--- src/rtl/ifetch_if.sv ---
// rtl/ifetch_if.sv - fetch-side bus bundle: pipeline control, instruction ROM port and fetched instruction.
// Optional misalign_o exists only when IFETCH_MISALIGN_EN is defined.
`ifndef SYS_SPACE
`define SYS_SPACE 32
`endif
`ifndef INST_WIDTH
`define INST_WIDTH 32
`endif

interface ifetch_if;
  logic                   stall_i;
  logic                   redirect_i;
  logic [`SYS_SPACE-1:0]  redirect_pc_i;
  logic                   rom_re_o;
  logic [`SYS_SPACE-1:0]  rom_addr_o;
  logic [`INST_WIDTH-1:0] rom_inst_i;
  logic                   valid_o;
  logic [`INST_WIDTH-1:0] inst_o;
  logic [`SYS_SPACE-1:0]  pc_o;
`ifdef IFETCH_MISALIGN_EN
  logic                   misalign_o;
`endif

  modport master (
    input  stall_i, redirect_i, redirect_pc_i, rom_inst_i,
    output rom_re_o, rom_addr_o, valid_o, inst_o, pc_o
`ifdef IFETCH_MISALIGN_EN
    , output misalign_o
`endif
  );

  modport slave (
    output stall_i, redirect_i, redirect_pc_i, rom_inst_i,
    input  rom_re_o, rom_addr_o, valid_o, inst_o, pc_o
`ifdef IFETCH_MISALIGN_EN
    , input misalign_o
`endif
  );
endinterface

--- src/rtl/ifetch.sv ---
// rtl/ifetch.sv - instruction fetch stage with stall replay and redirect squash.
// IFETCH_MISALIGN_EN adds a HALT state entered on a misaligned redirect target.
`ifndef SYS_SPACE
`define SYS_SPACE 32
`endif
`ifndef INST_WIDTH
`define INST_WIDTH 32
`endif

module ifetch #(
  parameter logic [`SYS_SPACE-1:0] RESET_PC = '0
) (
  input  logic     clk_i,
  input  logic     rst_n_i,
  ifetch_if.master bus
);
  localparam int AW = `SYS_SPACE;
  localparam int IW = `INST_WIDTH;

  typedef enum logic [1:0] {S_IDLE, S_RUN, S_HALT} state_e;

  state_e          state_q, state_d;
  logic [AW-1:0]   req_pc_q, req_pc_d;
  logic [AW-1:0]   target;
  logic            rom_re;
  logic [AW-1:0]   rom_addr;
  logic            valid;
  logic [IW-1:0]   inst;
  logic [AW-1:0]   pc;
  logic            misalign;

`ifdef IFETCH_MISALIGN_EN
  logic misaligned;
  assign target     = bus.redirect_pc_i;
  assign misaligned = |bus.redirect_pc_i[1:0];
`else
  assign target     = {bus.redirect_pc_i[AW-1:2], 2'b00};
`endif

  always_ff @(posedge clk_i or negedge rst_n_i) begin
    if (!rst_n_i) begin
      state_q  <= S_IDLE;
      req_pc_q <= RESET_PC;
    end else begin
      state_q  <= state_d;
      req_pc_q <= req_pc_d;
    end
  end

  always_comb begin
    state_d  = state_q;
    req_pc_d = req_pc_q;
    rom_re   = 1'b0;
    rom_addr = req_pc_q;
    valid    = 1'b0;
    inst     = '0;
    pc       = req_pc_q;
    misalign = 1'b0;

    case (state_q)
      S_IDLE: begin
        rom_re   = 1'b1;
        rom_addr = RESET_PC;
        req_pc_d = RESET_PC;
        state_d  = S_RUN;
      end
      S_RUN: begin
        rom_re = 1'b1;
        valid  = 1'b1;
        inst   = bus.rom_inst_i;
        // A stall re-reads the same word so the ROM output stays on this instruction.
        if (!bus.stall_i) begin
          req_pc_d = req_pc_q + AW'(4);
        end
        rom_addr = req_pc_d;
      end
      S_HALT: begin
        valid    = 1'b1;
        misalign = 1'b1;
      end
      default: state_d = S_IDLE;
    endcase

    // Redirect overrides everything: squash the wrong-path word and refetch.
    if (bus.redirect_i) begin
      rom_re   = 1'b1;
      rom_addr = target;
      req_pc_d = target;
      valid    = 1'b0;
      inst     = '0;
      state_d  = S_RUN;
`ifdef IFETCH_MISALIGN_EN
      if (misaligned) state_d = S_HALT;
`endif
    end

    if (!rst_n_i) begin
      rom_re   = 1'b0;
      rom_addr = RESET_PC;
      valid    = 1'b0;
      inst     = '0;
      pc       = RESET_PC;
      misalign = 1'b0;
    end
  end

  assign bus.rom_re_o   = rom_re;
  assign bus.rom_addr_o = rom_addr;
  assign bus.valid_o    = valid;
  assign bus.inst_o     = inst;
  assign bus.pc_o       = pc;
`ifdef IFETCH_MISALIGN_EN
  assign bus.misalign_o = misalign;
`else
  logic unused_misalign;
  assign unused_misalign = misalign;
`endif
endmodule
--- src/flat_wrapper.sv ---
// flat-port wrapper written by rule: the top's interface ports become plain ports
module ifetch_flat 
#(
  parameter logic [`SYS_SPACE-1:0] RESET_PC = '0
)
  (clk_i, rst_n_i, bus_stall_i, bus_redirect_i, bus_redirect_pc_i, bus_rom_inst_i, bus_rom_re_o, bus_rom_addr_o, bus_valid_o, bus_inst_o, bus_pc_o);
  ifetch_if bus_i ();
  input  logic clk_i;
  input  logic rst_n_i;
  input wire logic [$bits(bus_i.stall_i)-1:0] bus_stall_i;
  input wire logic [$bits(bus_i.redirect_i)-1:0] bus_redirect_i;
  input wire logic [$bits(bus_i.redirect_pc_i)-1:0] bus_redirect_pc_i;
  input wire logic [$bits(bus_i.rom_inst_i)-1:0] bus_rom_inst_i;
  output wire logic [$bits(bus_i.rom_re_o)-1:0] bus_rom_re_o;
  output wire logic [$bits(bus_i.rom_addr_o)-1:0] bus_rom_addr_o;
  output wire logic [$bits(bus_i.valid_o)-1:0] bus_valid_o;
  output wire logic [$bits(bus_i.inst_o)-1:0] bus_inst_o;
  output wire logic [$bits(bus_i.pc_o)-1:0] bus_pc_o;
  assign bus_i.stall_i = bus_stall_i;
  assign bus_i.redirect_i = bus_redirect_i;
  assign bus_i.redirect_pc_i = bus_redirect_pc_i;
  assign bus_i.rom_inst_i = bus_rom_inst_i;
  assign bus_rom_re_o = bus_i.rom_re_o;
  assign bus_rom_addr_o = bus_i.rom_addr_o;
  assign bus_valid_o = bus_i.valid_o;
  assign bus_inst_o = bus_i.inst_o;
  assign bus_pc_o = bus_i.pc_o;
  ifetch #(.RESET_PC(RESET_PC)) u_core (.clk_i(clk_i), .rst_n_i(rst_n_i), .bus(bus_i));
endmodule
--- config.mk ---
export PLATFORM = sky130hd
export DESIGN_NAME = ifetch_flat
export DESIGN_NICKNAME = d
export VERILOG_FILES = /design/src/rtl/ifetch_if.sv /design/src/rtl/ifetch.sv /design/src/flat_wrapper.sv
export SDC_FILE = /design/constraint.sdc
export NUM_CORES = 1
export LEC_CHECK = 0
export CORE_MARGIN = 2
export CORE_UTILIZATION = 36
export CTS_CLUSTER_DIAMETER = 60
export DETAILED_ROUTE_END_ITERATION = 6
export PLACE_DENSITY = 0.79
export SKIP_CTS_REPAIR_TIMING = 1
export SYNTH_ARGS = -nofsm -noshare
export SYNTH_HDL_FRONTEND = slang
export SYNTH_SLANG_ARGS = --single-unit
--- constraint.sdc ---
create_clock -name clk_i -period 2.3 [get_ports clk_i]
set_clock_uncertainty 0.15 [all_clocks]
set_input_delay 0.23 -clock clk_i [delete_from_list [all_inputs] [get_ports clk_i]]
set_output_delay 0.23 -clock clk_i [all_outputs]
set_load 0.02 [all_outputs]
Word level (Yosys, flattened, before mapping)
Index checks and enable logic that the tools add are counted.
Widths: inputs -> output; s select.
Storage, ports and cells
  register bits: 34
  input bits: 68
  word-level logic and storage cells: 25
Operators by class
  add/sub/neg operators: 1
  eq/ne operators: 3
  muxes and demuxes: 16
  reduce and logical (&&, ||, !) cells: 3
Operator list (number)
  $mux 32: 7
  $pmux 32 s2: 1
  $add 32x3->32 const B: 1
  $mux 1: 6
  $pmux 2 s2: 1
  $reduce_or 2->1: 2
  $eq 2x1->1 const B: 1
  $eq 2x2->1 const B: 1
  $logic_not 2->1: 1
  $mux 2: 1
  $ne 2x1->1 const B: 1

Depth between registers and ports, before layout
Gate-level depths: netlist (run 1).
  depth in word-level cells: 5
  depth in mapped cells: 9
  depth with buffers taken out: 6

Worst setup path after synthesis (run 1)
OpenSTA, ideal clock, no wires.
  path kind: register to output
  from: register u_core.req_pc_q[2]
  to: output bus_rom_addr_o[20]
  data arrival time: 1.978 ns
  required time: 1.920 ns
  path slack: -0.058 ns
  cell stages (with the launch flop): 7
  path buffers: 1
  cells stage by stage: dfrtp_1 ha_1 nand3b_4 or4_1 buf_2 or4_1 o211ai_1
Between the ends
  longest elaborated chain between the ends: 5
RTL lines
  start, declared: RTL line ifetch.sv:23  | logic [AW-1:0] req_pc_q, req_pc_d;
  start signal, assigned: RTL line ifetch.sv:46  | req_pc_q <= req_pc_d;
  $add 32x3->32: RTL line ifetch.sv:73  | req_pc_d = req_pc_q + AW'(4);
  $mux 32: RTL line ifetch.sv:72  | if (!bus.stall_i) begin
  $pmux 32 s2: RTL line ifetch.sv:60  | case (state_q)
  $mux 32: RTL line ifetch.sv:85  | if (bus.redirect_i) begin
  $mux 32: RTL line ifetch.sv:97  | if (!rst_n_i) begin
  end, declared: RTL line flat_wrapper.sv:15  | output wire logic [$bits(bus_i.rom_addr_o)-1:0] bus_rom_addr_o;
No other way between the ends.

Final worst setup path (run 1)
  from: register u_core.req_pc_q[14]
  to: output bus_rom_addr_o[23]
The elaborated chain is that of the path after synthesis.

==> results.yml, run 1 <==
setup_path:
  crit_path_max_fanout: 5
  r2r_end: "u_core.req_pc_q[25]$_DFF_PN0_"
  required_ns: 1.92
  start_kind: "flop"
  worstPathArrival_ns: 2.30
  path_class: "flop to output port"
  r2r_slack_ns: -0.20
  ff2ff_path_depth: 10
  r2r-start: "u_core.req_pc_q[14]$_DFF_PN0_"
  end_kind: "output port"
synthesis:
  yosys.area.top_type: "dfrtp_1"
  avgSynthCellArea_um2: 7.31
  synth_area_leaders: "dfrtp_1 28%, and2_1 17%, nand2_1 9.2%"
  synth_top_area_share_pct: 28.0
  ys_seq_area_share_pct: 28.0
  synth_cell_type_count: 47
  synth-edff-count: 0
  synth.most_common_cell: "and2_1"
  synth_flop_cell: "dfrtp_1"
  yosys_warnings: 0
  synth_commonest_cells: "79 x and2_1, 72 x nand2_1, 33 x dfrtp_1"
  syn-instance-count: 403
  synth-seq-cells: 33
  syn_area_um2: 2940
  synthesis.nets: 472
  async_flop_share_pct: 100
layout:
  postLayoutCoreUtil_pct: 74.2
  syn_to_final_growth_pct: 96.9
  final_area_um2: 5800
  n_antenna_cell: 0
  fillerInstances: 549
  final_net_count: 723
  drive_gt1_share_pct: 29.6
  seqCellArea_um2: 826
  multiInputGateArea_um2: 2180
grt:
  grt_pass1_vias: 3810
  grt_overflow: 0
  grt_max_degree: 41
  track_usage_pct: 25.4
  grt_first_pass_wirelength_um: 18200
  antenna_found_initial: 0
power_and_ir_drop:
  ir_drop_uv: 252
  leakagePower_nw: 3.04
  power_density_nw_per_um2: 322
detailed_routing:
  drtIter0Drc: 403
  drt_pass1_iterations: 4
  antenna_left: 0
  drt-wirelength-per-cell_um: 17.8
  drc_errors: 0
  vias: 4244
  avgViaCountPerCell: 5.62
  wl_um: 13400
die:
  core-area_um2: 7810
  die_area_um2: 8920
  start_util_pct: 37.7
  row_count: 32
  die_w_um: 94.4
  ios: 166
  die_h_um: 94.4
sta:
  setup_viol: 20
  fmaxAchievable_mhz: 373
  tightestPinTransition_ns: 0.794
  period_share_pct: 117
  hold_viol: 0
  min_period_ns: 2.68
  report.final.slew_viol_count: 0
  worst_slack_ns: -0.384
  rsz0062_at_grt: "true"
  slew_headroom_pct: 46.9
placement:
  dp_hpwl_um: 9110
  port_buffers: 163
  place_congestion: 0.824
  placedInstanceArea_um2: 5320
clock_network:
  cts.reportedPaths.clkPinSlew_ns: 0.07
  root_buffer: "clkbuf_8"
  insertion_delay_ns: 0.29
  cts_tree: "done"
  clock-sinks: 33
  cts_buffers: 5
  h-tree-depth: 2
  cts_buffer_depth: 2
status:
  outcome: "finished with violations"
  violations: "negative setup slack"
flow_run:
  max_cap_viol_count: 0
min_path:
  whs_path_depth: 1
  min-delay-start: "u_core.req_pc_q[1]$_DFF_PN0_"
  min_to: "u_core.req_pc_q[1]$_DFF_PN0_"
  hold_path_class: "flop to flop"
-- critical path, stage by stage, from the launching register on --
cell and delay, ns:
dfrtp_1 0.35, buf_4 0.14, nand4_1 0.24, buf_4 0.23, nor4_4 0.32, buf_4 0.17
buf_6 0.13, a21oi_1 0.07, a211o_1 0.24, buf_6 0.13
-- how the worst max path moves through the flow --
stage	startpoint	to
detailed placement	bus_stall_i	bus_rom_addr_o[22]
finish	u_core.req_pc_q[14]$_DFF_PN0_	bus_rom_addr_o[23]
global route	u_core.req_pc_q[15]$_DFF_PN0_	bus_rom_addr_o[23]
CTS	u_core.req_pc_q[3]$_DFF_PN0_	bus_rom_addr_o[24]
global placement	bus_stall_i	bus_rom_addr_o[24]
floorplan	u_core.req_pc_q[2]$_DFF_PN0_	bus_rom_addr_o[20]
-- through the flow --
step	hold WS (ns)	std cells	power [mW]	setup slack, ns	TNS (ns)
2_1_floorplan	-0.216	403	0.975	0.00148	0
3_3_place_gp	0.102	729	1.40	-0.691	-22.29
3_5_place_dp	0.109	729	1.42	-0.748	-24.08
4_1_cts	-0.197	735	1.83	-0.881	-26.33
5_1_grt	0.385	755	1.94	-0.461	-7.00
6_report	0.360	755	1.86	-0.384	-4.72
-- where the power goes --
group / internal [mW] / switching [mW]
Clock: 0.199 / 0.217
Combinational: 0.410 / 0.381
Sequential: 0.621 / 0.0354
-- placed cells by master, fill, tap and decap left out, drive strengths merged, types with 2 or more instances in the layout --
master | Yosys | routed
a211o | 6 | 6
a21boi | 4 | 4
a21oi | 12 | 12
a221o | 14 | 14
a31oi | 2 | 2
a41oi | 2 | 2
and2 | 79 | 79
and3 | 2 | 2
buf | 5 | 138
clkbuf | 30 | 17
clkdlybuf4s50 | 0 | 96
dfrtp | 33 | 33
dlygate4sd3 | 0 | 3
dlymetal6s2s | 0 | 30
inv | 2 | 2
mux2i | 2 | 2
nand2 | 72 | 72
nand2b | 2 | 2
nand3 | 14 | 14
nand4 | 9 | 9
nand4b | 2 | 2
nor2 | 20 | 20
nor2b | 2 | 2
nor3 | 14 | 14
nor3b | 2 | 2
nor4 | 12 | 12
o211ai | 3 | 3
o21a | 3 | 3
o21ai | 23 | 23
o311ai | 3 | 3
or4 | 5 | 5
xnor2 | 9 | 9
xor2 | 3 | 3
-- kinds of logic (layout without fill, tap and decap cells) --
kind of cell / after synthesis / count (layout) / share of synthesized area (%)
AOI/OAI and AO/OA: 76 / 76 / 18.1
xor gates and xnor gates: 12 / 12 / 3.57
adders and majority gates: 1 / 1 / 0.425
buffers and inverters: 37 / 287 / 5.02
DFF: 33 / 33 / 28.0
muxes: 2 / 2 / 0.680
other: 1 / 1 / 0.127
and+or+nand+nor: 241 / 241 / 44.0
-- registers in the layout, summed over array words and instances, names as in the netlist --
signal and cells:
u_core.state_q 1, u_core.req_pc_q 32
-- layer usage --
| layer | vias to the layer above | track usage, % | share of wire (%) |
|---|---|---|---|
| li1 | 1915 | - | - |
| met1 | 2020 | 32.1 | 37 |
| met2 | 265 | 44.5 | 51 |
| met3 | 44 | 4.95 | 9.7 |
| met4 | 0 | 6.28 | 2.5 |
| met5 | - | 0 | 0 |
-- layout make-up --
class,instances,share of cell area (%)
clock buffers,5,1.19
clock inverters,1,0.0863
inverters,2,0.130
multi-input cells,333,37.7
flip-flops and latches,33,14.2
well taps,102,2.20
repair buffers,279,44.5
Note: power is estimated with default switching activity, not from simulation.
==> inputs of run 2 (changes only) <==
--- a/config.mk
+++ b/config.mk
@@ -6,10 +6,10 @@
 export NUM_CORES = 1
 export LEC_CHECK = 0
 export CORE_MARGIN = 2
-export CORE_UTILIZATION = 36
+export CORE_UTILIZATION = 42
 export CTS_CLUSTER_DIAMETER = 60
 export DETAILED_ROUTE_END_ITERATION = 6
-export PLACE_DENSITY = 0.79
+export PLACE_DENSITY = 0.87
 export SKIP_CTS_REPAIR_TIMING = 1
 export SYNTH_ARGS = -nofsm -noshare
 export SYNTH_HDL_FRONTEND = slang
==> constraint.sdc (replaced) <==
create_clock -name clk_i -period 3.3 [get_ports clk_i]
set_clock_uncertainty 0.15 [all_clocks]
set_input_delay 0.33 -clock clk_i [delete_from_list [all_inputs] [get_ports clk_i]]
set_output_delay 0.33 -clock clk_i [all_outputs]
set_load 0.02 [all_outputs]
==> results.yml, run 2 (synthesis gave the netlist of run 1 again) <==
die:
  die_h_um: 87.7
  ios: 166
  start_util_pct: 43.3
  die_w_um: 87.7
  die_area_um2: 7700
  row_count: 30
  core-area_um2: 6790
clock_network:
  cts.reportedPaths.clkPinSlew_ns: 0.07
  insertion_delay_ns: 0.29
  clock-sinks: 33
  h-tree-depth: 2
  root_buffer: "clkbuf_8"
  cts_buffers: 5
  cts_buffer_depth: 2
  cts_tree: "done"
setup_path:
  crit_chain: "nand4_1 > nor4_1 > and2_1 > a221o_1 > clkdlybuf4s50_1"
  r2r_end: "u_core.req_pc_q[20]$_DFF_PN0_"
  r2r-start: "u_core.req_pc_q[2]$_DFF_PN0_"
  critPathTopFamily: "simple AND/OR/NAND/NOR gates"
  endpoint: "bus_rom_addr_o[30]"
  crit_buf_inv: 1
  path_class: "flop to output port"
  start_kind: "flop"
  max_stage_delay_ns: 0.64
  cpMaxStageDelayCell: "nor4_1"
  startpoint: "u_core.req_pc_q[13]$_DFF_PN0_"
  crit_path_max_fanout: 9
  worstPathArrival_ns: 2.85
  end_kind: "output port"
  ff2ff_path_depth: 6
  required_ns: 2.82
  crit_cells: 5
  r2r_slack_ns: 0.98
detailed_routing:
  drt_pass1_iterations: 5
  avgViaCountPerCell: 5.49
  wl_um: 10300
  drc_errors: 0
  vias: 3616
  drtIter0Drc: 318
  antenna_left: 0
  drt-wirelength-per-cell_um: 15.7
layout:
  final_net_count: 632
  syn_to_final_growth_pct: 65.3
  layout_commonest_cell: "clkdlybuf4s50_1"
  largest_reg_flops: 32
  drive_gt1_share_pct: 7.10
  mostFrequentLayoutCells: "159 x clkdlybuf4s50_1, 79 x and2_1, 71 x nand2_1"
  top_regs: "u_core.req_pc_q (32), u_core.state_q (1)"
  n_antenna_cell: 0
  regMostFlops: "u_core.req_pc_q"
  postLayoutCoreUtil_pct: 71.6
  fin_cells: 659
placement:
  dpl.cell_count: 648
  place_congestion: 0.839
  dp_hpwl_um: 7610
  port_buffers: 163
grt:
  grt_max_degree: 79
  grt_pass1_vias: 3404
  antenna_found_initial: 0
  grt_first_pass_wirelength_um: 15900
  track_usage_pct: 25.8
  grt_overflow: 0
sta:
  timing.setup.tns_ns: -0.0339
  report.final.slew_viol_count: 0
  slew_headroom_pct: 61.4
  period_share_pct: 101
  setup_viol: 1
  worst_slack_ns: -0.0339
  tightestPinTransition_ns: 0.574
  rsz0062_at_grt: "true"
  fmaxAchievable_mhz: 300
  min_period_ns: 3.33
  hold_viol: 0
flow_run:
  max_cap_viol_count: 0
power_and_ir_drop:
  leakagePower_nw: 1.95
  ir_drop_uv: 205
  power_density_nw_per_um2: 253
min_path:
  hold_path_class: "flop to flop"
status:
  violations: "negative setup slack"
  outcome: "finished with violations"
## run 2: area by class of cell
class	count	area [µm²]
multi-input combinational	333	1990
fill	583	1930
timing repair buffer	188	1840
sequential	33	826
tap	96	120
clock buffer	7	86.3
inverter	2	7.51
## run 2: worst min path at each step
stage                                       from                             to  slack [ns]  depth (start not counted)
floorplan                                rst_n_i   u_core.req_pc_q[0]$_DFF_PN0_       -0.12                          0
global placement                         rst_n_i  u_core.req_pc_q[19]$_DFF_PN0_        0.22                          2
finish              u_core.req_pc_q[0]$_DFF_PN0_   u_core.req_pc_q[0]$_DFF_PN0_        0.35                          1
detailed placement                       rst_n_i  u_core.req_pc_q[16]$_DFF_PN0_        0.23                          2
global route        u_core.req_pc_q[1]$_DFF_PN0_   u_core.req_pc_q[1]$_DFF_PN0_        0.39                          1
CTS                                      rst_n_i  u_core.req_pc_q[21]$_DFF_PN0_       -0.08                          2
## run 2: metal layers
| metal | GRT usage (%) | vias to the layer above | wire length (µm) |
|---|---|---|---|
| li1 | - | 1734 | - |
| met1 | 32.8 | 1676 | 4220 |
| met2 | 42.7 | 186 | 5020 |
| met3 | 6.50 | 20 | 921 |
| met4 | 9.09 | 0 | 185 |
| met5 | 0 | - | 0 |
## run 2: worst reg2reg max path: stages, from the launching register on
cell	delay, ns
dfrtp_1	0.41
ha_1	0.26
nand3b_4	0.11
or4_4	0.56
buf_4	0.16
or4_1	0.46
o311ai_1	0.11
## run 2: stage by stage
| stage | worst slack (ns) | cell area [µm²] | power, mW | hold WS, ns |
|---|---|---|---|---|
| 4_1_cts | -0.0740 | 4810 | 1.23 | -0.0801 |
| 5_1_grt | -0.181 | 4870 | 1.28 | 0.390 |
| 3_3_place_gp | 0.0712 | 4720 | 0.904 | 0.222 |
| 6_report | -0.0339 | 4870 | 1.23 | 0.354 |
| 3_5_place_dp | 0.0271 | 4720 | 0.913 | 0.229 |
| 2_1_floorplan | 0.842 | 2940 | 0.678 | -0.116 |
## run 2: power breakdown
group | internal [mW] | total (mW) | switching, mW
Clock | 0.166 | 0.323 | 0.157
Combinational | 0.227 | 0.426 | 0.199
Sequential | 0.432 | 0.484 | 0.0512
Total | 0.825 | 1.23 | 0.407
==> inputs of run 3 (changes only) <==
--- a/config.mk
+++ b/config.mk
@@ -5,11 +5,14 @@
 export SDC_FILE = /design/constraint.sdc
 export NUM_CORES = 1
 export LEC_CHECK = 0
+export CELL_PAD_IN_SITES_DETAIL_PLACEMENT = 2
+export CELL_PAD_IN_SITES_GLOBAL_PLACEMENT = 2
 export CORE_MARGIN = 2
-export CORE_UTILIZATION = 42
+export CORE_UTILIZATION = 21
 export CTS_CLUSTER_DIAMETER = 60
 export DETAILED_ROUTE_END_ITERATION = 6
-export PLACE_DENSITY = 0.87
+export PLACE_DENSITY_LB_ADDON = 0.1
+export RECOVER_POWER = 25
 export SKIP_CTS_REPAIR_TIMING = 1
 export SYNTH_ARGS = -nofsm -noshare
 export SYNTH_HDL_FRONTEND = slang
==> results.yml, run 3 (synthesis gave the netlist of run 1 again) <==
layout:
  mostFrequentLayoutCells: "146 x clkdlybuf4s50_1, 79 x and2_1, 71 x nand2_1"
  n_antenna_cell: 0
  regMostFlops: "u_core.req_pc_q"
  layout_commonest_cell: "clkdlybuf4s50_1"
  largest_reg_flops: 32
  multiInputGateArea_um2: 2010
  final_net_count: 650
  fillerInstances: 1569
  fin_cells: 762
  top_regs: "u_core.req_pc_q (32), u_core.state_q (1)"
  drive_gt1_share_pct: 11.0
  seqCellArea_um2: 827
  syn_to_final_growth_pct: 79.2
min_path:
  hold_path_class: "flop to flop"
setup_path:
  start_kind: "input port"
  required_ns: 2.82
  worstPathArrival_ns: 2.67
  end_kind: "output port"
  path_class: "input port to output port"
  crit_path_max_fanout: 5
sta:
  setup_viol: 0
  tightestPinTransition_ns: 0.490
  min_period_ns: 3.15
  slew_headroom_pct: 67.1
  fmaxAchievable_mhz: 317
  hold_viol: 0
  report.final.slew_viol_count: 0
  period_share_pct: 95.5
  rsz0062_at_grt: "false"
grt:
  antenna_found_initial: 0
  grt_overflow: 0
  grt_max_degree: 79
  track_usage_pct: 18.1
  grt_pass1_vias: 3982
  grt_first_pass_wirelength_um: 21500
clock_network:
  cts.reportedPaths.clkPinSlew_ns: 0.06
  root_buffer: "clkbuf_16"
  cts_buffers: 5
  clock-sinks: 33
  insertion_delay_ns: 0.29
  cts_tree: "done"
  h-tree-depth: 2
  cts_buffer_depth: 2
detailed_routing:
  antenna_left: 0
  drt_pass1_iterations: 4
  vias: 3704
  drtIter0Drc: 158
  wl_um: 13700
  drc_errors: 0
  drt-wirelength-per-cell_um: 18.0
  avgViaCountPerCell: 4.86
flow_run:
  max_cap_viol_count: 0
placement:
  place_congestion: 0.776
  dp_hpwl_um: 10300
  port_buffers: 163
  dpl.cell_count: 745
die:
  core-area_um2: 13800
  ios: 166
  die_area_um2: 15000
  die_w_um: 122
  start_util_pct: 21.4
  row_count: 43
  die_h_um: 122
power_and_ir_drop:
  leakagePower_nw: 2.29
  fin_total_pwr_mw: 1.52
  power_density_nw_per_um2: 288
  ir_drop_uv: 187
status:
  outcome: "completed"
==> run 3: cell types whose count changed in the layout (fill, tap and decap cells not counted), sizes merged <==
cell,change
buf,+18
bufinv,+1
clkdlybuf4s50,-13
dlymetal6s2s,+13
==> run 3: worst max-delay path: stages <==
cell and delay [ns]:
clkdlybuf4s50_1 0.45, buf_4 0.18, nand4b_1 0.30, buf_4 0.24, nor3_1 0.24, xnor2_1 0.11
o21ai_0 0.18, clkdlybuf4s50_1 0.64
==> run 3: worst paths after layout <==
kind	startpoint	end	slack, ns	cells past startpoint
min in group asynchronous	rst_n_i	u_core.req_pc_q[16]$_DFF_PN0_	0.48	3
hold / removal	u_core.req_pc_q[1]$_DFF_PN0_	u_core.req_pc_q[1]$_DFF_PN0_	0.37	1
setup / recovery	bus_stall_i	bus_rom_addr_o[11]	0.15	8
max in group asynchronous	rst_n_i	u_core.req_pc_q[13]$_DFF_PN0_	2.25	3
setup reg to reg	u_core.req_pc_q[2]$_DFF_PN0_	u_core.req_pc_q[20]$_DFF_PN0_	0.95	6
hold reg to reg	u_core.req_pc_q[1]$_DFF_PN0_	u_core.req_pc_q[1]$_DFF_PN0_	0.37	1
==> run 3: metrics by stage <==
step | utilization, % | setup slack, ns | hold WS, ns | TNS, ns | area (µm²)
floorplan | - | 0.842 | -0.116 | 0 | 2940
global placement | 35.9 | -0.0191 | 0.244 | -0.0359 | 4950
detailed placement | 35.9 | -0.103 | 0.248 | -0.261 | 4950
CTS | 37.2 | -0.157 | -0.0573 | -0.616 | 5120
global route | 38.3 | 0.0198 | 0.389 | 0 | 5280
finish | 38.3 | 0.147 | 0.367 | 0 | 5280
==> run 3: per-layer routing <==
| metal | GRT usage (%) | part of all wire, % |
|---|---|---|
| met5 | 0 | 0 |
| met3 | 4.83 | 6.4 |
| met1 | 22.4 | 43 |
| met2 | 32.3 | 51 |
| met4 | 2.01 | 0.25 |
==> run 3: layout make-up <==
cell class,instances,share of cell area [%]
tap,180,4.27
sequential,33,15.7
timing repair buffer,206,38.5
inverter,2,0.142
multi-input combinational,333,38.2
clock buffer,7,2.70
clock inverter,1,0.569
==> run 3: power breakdown <==
group	total (mW)	switching (mW)	internal, mW
logic	0.461	0.224	0.237
clock network	0.582	0.204	0.378
registers	0.477	0.0436	0.433
total	1.52	0.472	1.05
